===== src/rtl/mem_arbiter.sv =====
// Two-port (instruction/data) arbiter onto one shared memory bus, with
// starvation guard for the instruction port and a bus-wait timeout.
module mem_arbiter #(
    parameter int STARVE_LIMIT = 4,
    parameter int TIMEOUT      = 15
) (
    input  logic        clk,
    input  logic        rstn,
    input  logic        i_req,
    input  logic [31:0] i_addr,
    output logic [31:0] i_rdata,
    output logic        i_ack,
    input  logic        d_req,
    input  logic        d_we,
    input  logic [31:0] d_addr,
    input  logic [31:0] d_wdata,
    output logic [31:0] d_rdata,
    output logic        d_ack,
    output logic [31:0] mem_addr,
    output logic [31:0] mem_wdata,
    output logic        mem_read,
    output logic        mem_write,
    input  logic [31:0] mem_rdata,
    input  logic        mem_ready,
    output logic        if_stall,
    output logic        mem_stall,
    output logic        bus_err
);

    localparam int SW = $clog2(STARVE_LIMIT + 1);
    localparam int WW = $clog2(TIMEOUT + 1);

    typedef enum logic [1:0] {IDLE, BUS_I, BUS_D, RESP} state_t;

    state_t          state;
    logic            we;
    logic [SW-1:0]   starve_cnt;
    logic [WW-1:0]   wait_cnt;
    logic            starved;
    logic            bus_done;
    logic            timed_out;

    assign starved   = (starve_cnt == SW'(STARVE_LIMIT));
    assign bus_done  = mem_ready || (wait_cnt == WW'(TIMEOUT - 1));
    assign timed_out = !mem_ready;

    always_ff @(posedge clk) begin
        if (!rstn) begin
            state      <= IDLE;
            we         <= 1'b0;
            starve_cnt <= '0;
            wait_cnt   <= '0;
            bus_err    <= 1'b0;
            i_ack      <= 1'b0;
            d_ack      <= 1'b0;
            mem_addr   <= '0;
            mem_wdata  <= '0;
            i_rdata    <= '0;
            d_rdata    <= '0;
        end else begin
            case (state)
                IDLE: begin
                    wait_cnt <= '0;
                    if (d_req && !(i_req && starved)) begin
                        state      <= BUS_D;
                        mem_addr   <= d_addr;
                        mem_wdata  <= d_wdata;
                        we         <= d_we;
                        // Only reached with starve_cnt below the limit when i_req is high.
                        starve_cnt <= i_req ? starve_cnt + 1'b1 : '0;
                    end else if (i_req) begin
                        state      <= BUS_I;
                        mem_addr   <= i_addr;
                        we         <= 1'b0;
                        starve_cnt <= '0;
                    end else begin
                        starve_cnt <= '0;
                    end
                end
                BUS_I, BUS_D: begin
                    wait_cnt <= wait_cnt + 1'b1;
                    if (bus_done) begin
                        state <= RESP;
                        // A ready in the final wait cycle wins over the timeout.
                        if (timed_out) bus_err <= 1'b1;
                        if (state == BUS_I) begin
                            i_rdata <= timed_out ? '0 : mem_rdata;
                            i_ack   <= 1'b1;
                        end else begin
                            d_rdata <= timed_out ? '0 : mem_rdata;
                            d_ack   <= 1'b1;
                        end
                    end
                end
                RESP: begin
                    state <= IDLE;
                    i_ack <= 1'b0;
                    d_ack <= 1'b0;
                end
                default: state <= IDLE;
            endcase
        end
    end

    assign mem_read  = (state == BUS_I) || ((state == BUS_D) && !we);
    assign mem_write = (state == BUS_D) && we;
    assign if_stall  = i_req & ~i_ack;
    assign mem_stall = d_req & ~d_ack;

endmodule


===== config.mk =====
export PLATFORM = sky130hd
export DESIGN_NAME = mem_arbiter
export DESIGN_NICKNAME = d
export VERILOG_FILES = /design/src/rtl/mem_arbiter.sv
export SDC_FILE = /design/constraint.sdc
export NUM_CORES = 1
export LEC_CHECK = 0
export CAP_MARGIN = 0
export CORE_MARGIN = 3
export CORE_UTILIZATION = 45
export DETAILED_ROUTE_END_ITERATION = 12
export PLACE_DENSITY = 0.86
export SYNTH_ARGS = -nofsm -noshare
export SYNTH_HDL_FRONTEND = slang
export SYNTH_SLANG_ARGS = --single-unit
export TNS_END_PERCENT = 20

===== constraint.sdc =====
create_clock -name clk -period 2.6 [get_ports clk]
set_input_delay 0.52 -clock clk [delete_from_list [all_inputs] [get_ports clk]]
set_output_delay 0.52 -clock clk [all_outputs]
set_load 0.02 [all_outputs]

==> results of run 1 <==
worst reg2reg max path, cell delays in order (launching register included):
cell     delay (ps)
dfxtp_1         410
inv_1           110
ha_1            470
inv_2           120
o31a_4          510
a22o_1          300
layer usage:
metal  share of wire  vias up  track usage  routed length, µm
li1                -     2829            -                  -
met1            0.38     2909        0.282               7330
met2            0.50      259        0.448               9740
met3           0.094       32        0.105               1830
met4           0.023        2       0.0892                455
met5         0.00036        -            0                  7
cells in the mapped netlist (2+ instances only):
master,n,area share
dfxtp_1,141,0.47
a21boi_1,68,0.086
o21ai_0,57,0.048
a211oi_1,54,0.068
nand2_1,46,0.029
o21ai_1,41,0.034
nand3_1,34,0.029
nor2_1,34,0.021
a22o_1,32,0.047
clkbuf_1,28,0.018
buf_2,27,0.023
a211oi_2,11,0.023
ha_1,10,0.021
buf_4,7,0.0088
inv_1,7,0.0044
nor2b_1,7,0.0073
and2_1,5,0.0052
buf_6,4,0.0076
mux2i_1,3,0.0050
nand2b_1,3,0.0031
nand4_1,3,0.0031
a22oi_1,2,0.0025
and3_1,2,0.0021
nand3b_1,2,0.0025
nor3_1,2,0.0017
o21a_1,2,0.0025
cell type report:
class	instances	area (µm²)	area share
clock inverter	7	87.6	0.00948
clock buffer	24	482	0.0522
sequential	141	2820	0.306
inverter	8	30.0	0.00325
tap	172	215	0.0233
multi-input combinational	433	2790	0.302
timing repair buffer	286	2810	0.305
through the flow:
stage / hold slack [ps] / area (µm²) / utilization / std cells / total power [mW]
after floorplan: 439 / 5960 / - / 649 / 4.77
after global placement: 454 / 8670 / 0.679 / 1040 / 6.02
after detailed placement: 466 / 8670 / 0.679 / 1040 / 6.16
after CTS: 475 / 9240 / 0.723 / 1071 / 8.52
after global routing: 486 / 9240 / 0.723 / 1071 / 8.89
final: 472 / 9240 / 0.723 / 1071 / 8.48
report_power, final:
group	internal [mW]	switching, mW
clock network	1.48	0.860
registers	2.58	0.248
logic	1.46	1.85
total	5.52	2.96
state kept, by name (all words and copies together) (netlist names):
| register | cells |
|---|---|
| bus_err | 1 |
| d_ack | 1 |
| d_rdata | 32 |
| i_ack | 1 |
| i_rdata | 32 |
| mem_addr | 32 |
| mem_wdata | 32 |
| starve_cnt | 3 |
| state | 2 |
| wait_cnt | 4 |
| we | 1 |
logic make-up (layout without fill, tap and decap cells):
| group | Yosys count | in the layout |
|---|---|---|
| AOI/OAI and AO/OA | 278 | 278 |
| adders and majority gates | 10 | 10 |
| buffers and inverters | 75 | 325 |
| DFF | 141 | 141 |
| muxes | 3 | 3 |
| and+or+nand+nor | 142 | 142 |
how the worst min path moves through the flow:
stage                 start            to  slack [ps]  cells past startpoint
3_5_place_dp     d_rdata[4]    d_rdata[4]         470                      1
5_1_grt          d_rdata[2]    d_rdata[2]         490                      1
2_1_floorplan            we            we         440                      2
3_3_place_gp             we            we         450                      2
6_report       mem_wdata[6]  mem_wdata[6]         470                      2
4_1_cts        mem_wdata[6]  mem_wdata[6]         470                      2
==> run_results.csv, run 1 <==
group,metric,value,unit
setup_path,setup.worst_path.start,"d_req",
timing,tns,0,ps
timing,finalSetupViolations,0,
routing,viasPerCell,5.63,
clocking,cts_tree,"yes",
timing,post-route-period-util,0.963,
setup_path,crit_family,"buffers and inverters",
timing,clock_skew,5.36,ps
floorplanning,core,12800,µm²
finish,nFillCells,906,
timing,slew_violations,0,
setup_path,worstPathCellList,"clkdlybuf4s50_1, nor2b_1, clkdlybuf4s50_1",
clocking,clock_latency,410,ps
logic_synthesis,synth_area,5960,µm²
logic_synthesis,synth_top_family_by_area,"compound AO/OA/AOI/OAI gates",
logic_synthesis,yosys_warnings,0,
setup_path,worstPathArrival,1980,ps
setup_path,reg2reg_slack,560,ps
floorplanning,ioPinCount,269,
setup_path,rr_startpoint,"state[1]",
clocking,cts.htree.levels,4,
routing,drt_iter0_markers,456,
finish,final_common_cell,"clkdlybuf4s50_1",
timing,clock.fmax,0.400,GHz
setup_path,critPathMaxStageDelay,640,ps
placed_design,dp_hpwl,13600,µm
setup_path,cp-end-kind,"output pin",
logic_synthesis,ys_async_sr_fraction,0,
finish,nets,1031,
finish,area_delta_synth_final,54.9,%
setup_path,cp_max_fo,2,
timing,finalHoldViolCount,0,
run,cap_violations,0,
logic_synthesis,synth_adder_area_share,0.0210,
logic_synthesis,ys_ff_latch,141,
timing,slew_headroom,0.616,
logic_synthesis,ys_types,43,
clocking,cts_setup_buffers,0,
placed_design,pre_cts_ws,97.7,ps
setup_path,critical_path_class,"in -> out",
power,ir_drop,0.701,mV
logic_synthesis,yosysSeqAreaShare,0.473,
setup_path,critPathSlowestCell,"clkdlybuf4s50_1",
floorplanning,die_y,121,µm
floorplanning,initial_utilization,0.467,
outcome,status,"complete, no violations",
logic_synthesis,synthMuxAreaShare,0.00504,
clocking,cts_buffers,17,
routing,drt-total-wl,19400,µm
global_routing,grt_pass1_wl,30300,µm
worst_hold_path,hp-class,"reg -> reg",
logic_synthesis,synth_ff_type,"dfxtp_1",
clocking,ctsResizeCount,0,
global_routing,track_usage,0.257,
global_routing,grt_overflow,0,
logic_synthesis,syn_avg_cell_area,9.19,µm²
setup_path,r2r_cells,5,
logic_synthesis,synth-edff-count,0,
global_routing,antenna_found_initial,1,
clocking,clock_path_buffers,2,
routing,drtAntennaViolNets,0,
routing,vias,6031,
routing,wl_per_cell,18.1,µm
logic_synthesis,synth-compound-area-share,0.328,
setup_path,worst-path-buf-inv,2,
logic_synthesis,syn-num-nets,793,
global_routing,first_global_vias,6013,
setup_path,startpoint_type,"primary input",
floorplanning,rows,41,
clocking,cts_hold_buf,0,
timing,worst_pin_slew,576,ps
clocking,cts-root-buf,"clkbuf_16",
placed_design,place_congestion,0.805,
clocking,path_clk_slew,60,ps
setup_path,r2r_end,"d_rdata[11]",
logic_synthesis,yosys.area_share.xor_xnor,0,
floorplanning,die_x,121,µm
logic_synthesis,syn_inst,649,
setup_path,crit_end,"mem_stall",
finish,final_cell_mix,"clkdlybuf4s50_1 (267), dfxtp_1 (141), a21boi_1 (68), o21ai_0 (57), a211oi_1 (54)",
finish,antenna-diode-count,0,
power,p_per_area,918,nW/µm²
clocking,clock_sinks,141,
setup_path,worst-path-stages,3,
global_routing,grt_max_degree,67,
timing,period_minus_slack,2500,ps
timing,grt_setup_unrepaired,"false",
routing,drc,0,
finish,drive_gt1_frac,0.0701,
setup_path,crit_top_cell,"clkdlybuf4s50_1",
power,power_leakage,3.29,nW
logic_synthesis,synth-simple-area-share,0.110,
timing,fin_ws,97.1,ps
routing,first_pass_iters,5,
placed_design,port_buffers,268,
floorplanning,die_area,14700,µm²
setup_path,required,2080,ps
No activity file was read; power rests on OpenSTA's default activity.
==> run 2, diff against run 1 <==
--- a/config.mk
+++ b/config.mk
@@ -7,9 +7,11 @@
 export LEC_CHECK = 0
 export CAP_MARGIN = 0
 export CORE_MARGIN = 3
-export CORE_UTILIZATION = 45
+export CORE_UTILIZATION = 60
+export CTS_CLUSTER_SIZE = 24
 export DETAILED_ROUTE_END_ITERATION = 12
-export PLACE_DENSITY = 0.86
+export DONT_BUFFER_PORTS = 1
+export PLACE_DENSITY = 0.76
 export SYNTH_ARGS = -nofsm -noshare
 export SYNTH_HDL_FRONTEND = slang
 export SYNTH_SLANG_ARGS = --single-unit
==> run 2 against run 1 <==
  * Via count is 20% lower
  * Highest routed layer is now met4
  * Critical endpoint is now mem_read
  * Wire length down 21%
  * Die area shrank 24%
  * Sequential share of layout area is 13 points higher
  * Sequential cell count unchanged
  * Clock-buffer cell count shrank 7
  * Clock power grew 3%
==> run_results.csv, run 2 (synthesis gave the netlist of run 1 again) <==
group,metric,value,unit
outcome,status,"complete, no violations",
clocking,cts_buffers,17,
global_routing,grt_overflow,0,
clocking,cts.htree.levels,4,
finish,area_delta_synth_final,9.40,%
global_routing,track_usage,0.264,
timing,grt_setup_unrepaired,"false",
timing,slew_violations,0,
clocking,path_clk_slew,70,ps
floorplanning,die_area,11200,µm²
power,p_seq_frac,0.449,
setup_path,critical_path_class,"reg -> out",
setup_path,worstPathArrival,1560,ps
placed_design,place_congestion,0.768,
finish,nFillCells,767,
placed_design,port_buffers,0,
worst_hold_path,min-delay-start,"mem_rdata[10]",
power,internal_power,4.64,mW
routing,wl_per_cell,20.1,µm
setup_path,cp_max_fo,6,
timing,post-route-period-util,0.798,
clocking,clock_sinks,141,
routing,drt_iter0_markers,355,
routing,drtAntennaViolNets,0,
floorplanning,die_y,106,µm
finish,multi_input_area,2790,µm²
timing,clock_skew,14.2,ps
timing,tns,0,ps
routing,first_pass_iters,5,
timing,clock.fmax,0.482,GHz
timing,period_minus_slack,2080,ps
setup_path,required,2080,ps
global_routing,antenna_found_initial,0,
routing,drt-total-wl,15200,µm
clocking,cts_hold_buf,0,
routing,vias,4826,
finish,antenna-diode-count,0,
power,p_per_area,1150,nW/µm²
routing,drc,0,
floorplanning,initial_utilization,0.630,
power,p_sw,2.85,mW
clocking,cts_tree,"yes",
clocking,cts-root-buf,"clkbuf_8",
power,power_leakage,2.29,nW
setup_path,setup.worst_path.start,"state[1]",
finish,final_cell_mix,"dfxtp_1 (141), a21boi_1 (68), o21ai_0 (57), a211oi_1 (54), nand2_1 (46)",
floorplanning,ioPinCount,269,
timing,finalSetupViolations,0,
global_routing,grt_pass1_wl,24100,µm
timing,worst_pin_slew,1010,ps
power,clockPowerShare,0.321,
setup_path,rr_startpoint,"state[0]",
finish,final_common_cell,"dfxtp_1",
timing,slew_headroom,0.328,
power,swShare,0.380,
global_routing,grt_max_degree,117,
placed_design,dp_hpwl,10300,µm
floorplanning,core,9460,µm²
clocking,clock_latency,500,ps
timing,hold_ws,141,ps
worst_hold_path,hp-class,"in -> reg",
setup_path,cp-end-kind,"output pin",
power,ir_drop,0.510,mV
floorplanning,rows,35,
clocking,ctsResizeCount,0,
floorplanning,die_x,106,µm
clocking,clock_path_buffers,2,
global_routing,first_global_vias,4730,
clocking,cts_setup_buffers,0,
finish,nets,761,
run,cap_violations,0,
setup_path,startpoint_type,"flip-flop",
finish,drive_gt1_frac,0.103,
timing,finalHoldViolCount,0,
routing,viasPerCell,6.36,
power,pwr-share-comb,0.229,
finish,ff_latch_area,2820,µm²
## run 2: cell type report
type / instances / share of cell area
flip-flops and latches: 141 / 0.433
multi-input cells: 433 / 0.427
clock buffers: 17 / 0.0635
clock inverters: 15 / 0.0270
well taps: 129 / 0.0247
repair buffers: 16 / 0.0203
inverters: 8 / 0.00460
## run 2: per-layer routing
metal | track usage | up-vias | wire length, µm
li1 | - | 2295 | -
met1 | 0.290 | 2277 | 5580
met2 | 0.459 | 228 | 7860
met3 | 0.109 | 26 | 1500
met4 | 0.0925 | 0 | 300
met5 | 0 | - | 0
## run 2: worst max-delay path: stages (launching register included)
cell	delay, ps
dfxtp_1	390
inv_1	100
ha_1	290
a21o_1	280
## run 2: worst paths after layout
| kind | end | slack (ps) | depth (start not counted) |
|---|---|---|---|
| max reg2reg | d_rdata[0] | 620 | 5 |
| min | d_rdata[10] | 140 | 1 |
| min reg2reg | we | 480 | 2 |
| max | mem_read | 520 | 3 |
## run 2: per-stage QoR
step | power (mW) | setup slack [ps] | utilization | cells | instance area [µm²]
final | 7.48 | 525 | 0.690 | 759 | 6520
after global routing | 7.85 | 410 | 0.690 | 759 | 6520
after CTS | 7.50 | 492 | 0.690 | 759 | 6520
after detailed placement | 5.11 | 633 | 0.627 | 727 | 5930
after global placement | 5.01 | 716 | 0.627 | 727 | 5930
after floorplan | 4.77 | 792 | - | 649 | 5960
## run 2: power by group through the flow
stage	sequential, mW	combinational (mW)	clock, mW
floorplan	3.29	1.48	0
global placement	3.39	1.62	0
detailed placement	3.41	1.70	0
CTS	3.37	1.71	2.43
global route	3.40	1.92	2.52
finish	3.36	1.72	2.40
==> run 3, diff against run 2 <==
==> constraint.sdc (replaced) <==
create_clock -name clk -period 2.1 [get_ports clk]
set_input_delay 0.42 -clock clk [delete_from_list [all_inputs] [get_ports clk]]
set_output_delay 0.42 -clock clk [all_outputs]
set_load 0.02 [all_outputs]
==> run 3 against run 2 <==
  * Cell count rose by 0.13%
  * Worst setup slack worse by 420 ps
  * Via count increased by 0.15%
  * Sequential cell count unchanged
  * Clock-buffer cell count increased by 2
  * Sequential power up 24%
  * Highest routed layer unchanged
  * Non-clock buffer count up 1
  * Combinational power rose by 26%
  * Design area increased by 0.61%
==> run_results.csv, run 3 (synthesis gave the netlist of run 1 again) <==
group,metric,value,unit
floorplanning,rows,35,
clocking,cts_setup_buffers,0,
timing,slew_violations,0,
global_routing,track_usage,0.260,
power,finalPower,9.39,mW
floorplanning,core,9460,µm²
floorplanning,initial_utilization,0.630,
finish,fin_area,6560,µm²
power,p_per_area,1430,nW/µm²
finish,drive_gt1_frac,0.103,
timing,post-route-period-util,0.950,
worst_hold_path,min_to,"d_rdata[7]",
worst_hold_path,hold_depth,1,
timing,grt_setup_unrepaired,"false",
global_routing,grtUsageMet2,0.440,
global_routing,grt_pass1_wl,23700,µm
timing,clock.fmax,0.501,GHz
outcome,status,"complete, no violations",
routing,viasPerCell,6.36,
floorplanning,die_x,106,µm
routing,drt_iter0_markers,317,
global_routing,met1_usage,0.293,
global_routing,grt.met3_usage,0.0986,
timing,clock_skew,10.4,ps
routing,drtAntennaViolNets,0,
setup_path,cp_max_fo,6,
clocking,clock_path_buffers,2,
power,ir_drop,0.749,mV
setup_path,cp-end-kind,"output pin",
finish,ff_latch_area,2820,µm²
routing,wl_per_cell,19.7,µm
setup_path,r2r_end,"d_rdata[18]",
placed_design,port_buffers,0,
placed_design,place_inst,728,
routing,first_pass_iters,5,
run,cap_violations,0,
placed_design,dpl_cell_area,5950,µm²
clocking,clock_sinks,141,
global_routing,grt_overflow,0,
global_routing,first_global_vias,4709,
setup_path,r2r_cells,5,
finish,nets,762,
timing,slew_headroom,0.673,
timing,tns,0,ps
clocking,ctsResizeCount,0,
finish,antenna-diode-count,0,
clocking,cts_tree,"yes",
global_routing,grt_max_degree,117,
worst_hold_path,hp-class,"in -> reg",
timing,finalSetupViolations,0,
finish,final_common_cell,"dfxtp_1",
clocking,cts_buffers,17,
setup_path,rr_startpoint,"state[0]",
finish,area_delta_synth_final,10.1,%
setup_path,reg2reg_slack,140,ps
floorplanning,die_y,106,µm
clocking,cts-root-buf,"clkbuf_8",
setup_path,startpoint_type,"flip-flop",
timing,period_minus_slack,1990,ps
timing,worst_pin_slew,489,ps
routing,vias,4833,
timing,finalHoldViolCount,0,
finish,stdcell_count,760,
finish,nFillCells,719,
global_routing,antenna_found_initial,0,
setup_path,worstPathArrival,1570,ps
worst_hold_path,min-delay-start,"mem_rdata[7]",
placed_design,dp_hpwl,10300,µm
routing,drc,0,
floorplanning,die_area,11200,µm²
setup_path,critical_path_class,"reg -> out",
clocking,clock_latency,520,ps
finish,multi_input_area,2790,µm²
global_routing,grt.busiest_layer,"met2",
clocking,path_clk_slew,60,ps
finish,final_cell_mix,"dfxtp_1 (141), a21boi_1 (68), o21ai_0 (57), a211oi_1 (54), nand2_1 (46)",
clocking,cts_hold_buf,0,
setup_path,required,1680,ps
clocking,cts.htree.levels,4,
power,power_leakage,2.31,nW
placed_design,place_congestion,0.784,
routing,drt-total-wl,15000,µm
floorplanning,ioPinCount,269,
[run 3: changes by cell type in the layout (fill, tap and decap cells not counted), sizes merged]
cell      before  now
inv           16   13
bufinv         2    3
buf           16   17
clkinvlp       4    3
clkinv         1    2
clkbuf        17   19
[run 3: power breakdown]
group	switching (mW)	total, mW	leakage (nW)	internal [mW]
clock	1.19	3.06	0.290	1.87
sequential	0.959	4.16	1.15	3.20
combinational	1.31	2.17	0.869	0.853
total	3.46	9.39	2.31	5.92
[run 3: worst max path at each step]
stage                     startpoint          end  slack, ps  cells past startpoint
final                       state[1]     mem_read        110                      3
after global routing        state[0]  d_rdata[31]         20                      5
after CTS                   state[1]     mem_read         70                      3
after detailed placement    state[0]  d_rdata[23]        160                      5
after global placement      state[1]   d_rdata[8]        240                      5
after floorplan             state[1]  d_rdata[10]        350                      7
[run 3: critical path: stages (launching register included)]
cell     delay (ps)
dfxtp_1         400
inv_1           100
ha_1            290
a21o_1          270
[run 3: layout make-up]
cell class / count / area share
clock inverter: 13 / 0.0273
tap: 129 / 0.0246
sequential: 141 / 0.430
inverter: 8 / 0.00457
timing repair buffer: 17 / 0.0233
multi-input combinational: 433 / 0.425
clock buffer: 19 / 0.0658
[run 3: metal layers]
metal	vias up	share of wire
met5	-	0
met4	0	0.031
met3	41	0.10
met2	237	0.50
met1	2257	0.36
li1	2298	-
[run 3: per-stage QoR]
stage          hold slack (ps)  setup WS (ps)   util
4_1_cts                   4.34           71.2  0.694
6_report                  23.5            106  0.694
5_1_grt                   8.71           18.3  0.694
2_1_floorplan              439            348      -
3_3_place_gp               445            244  0.629
3_5_place_dp               454            157  0.629
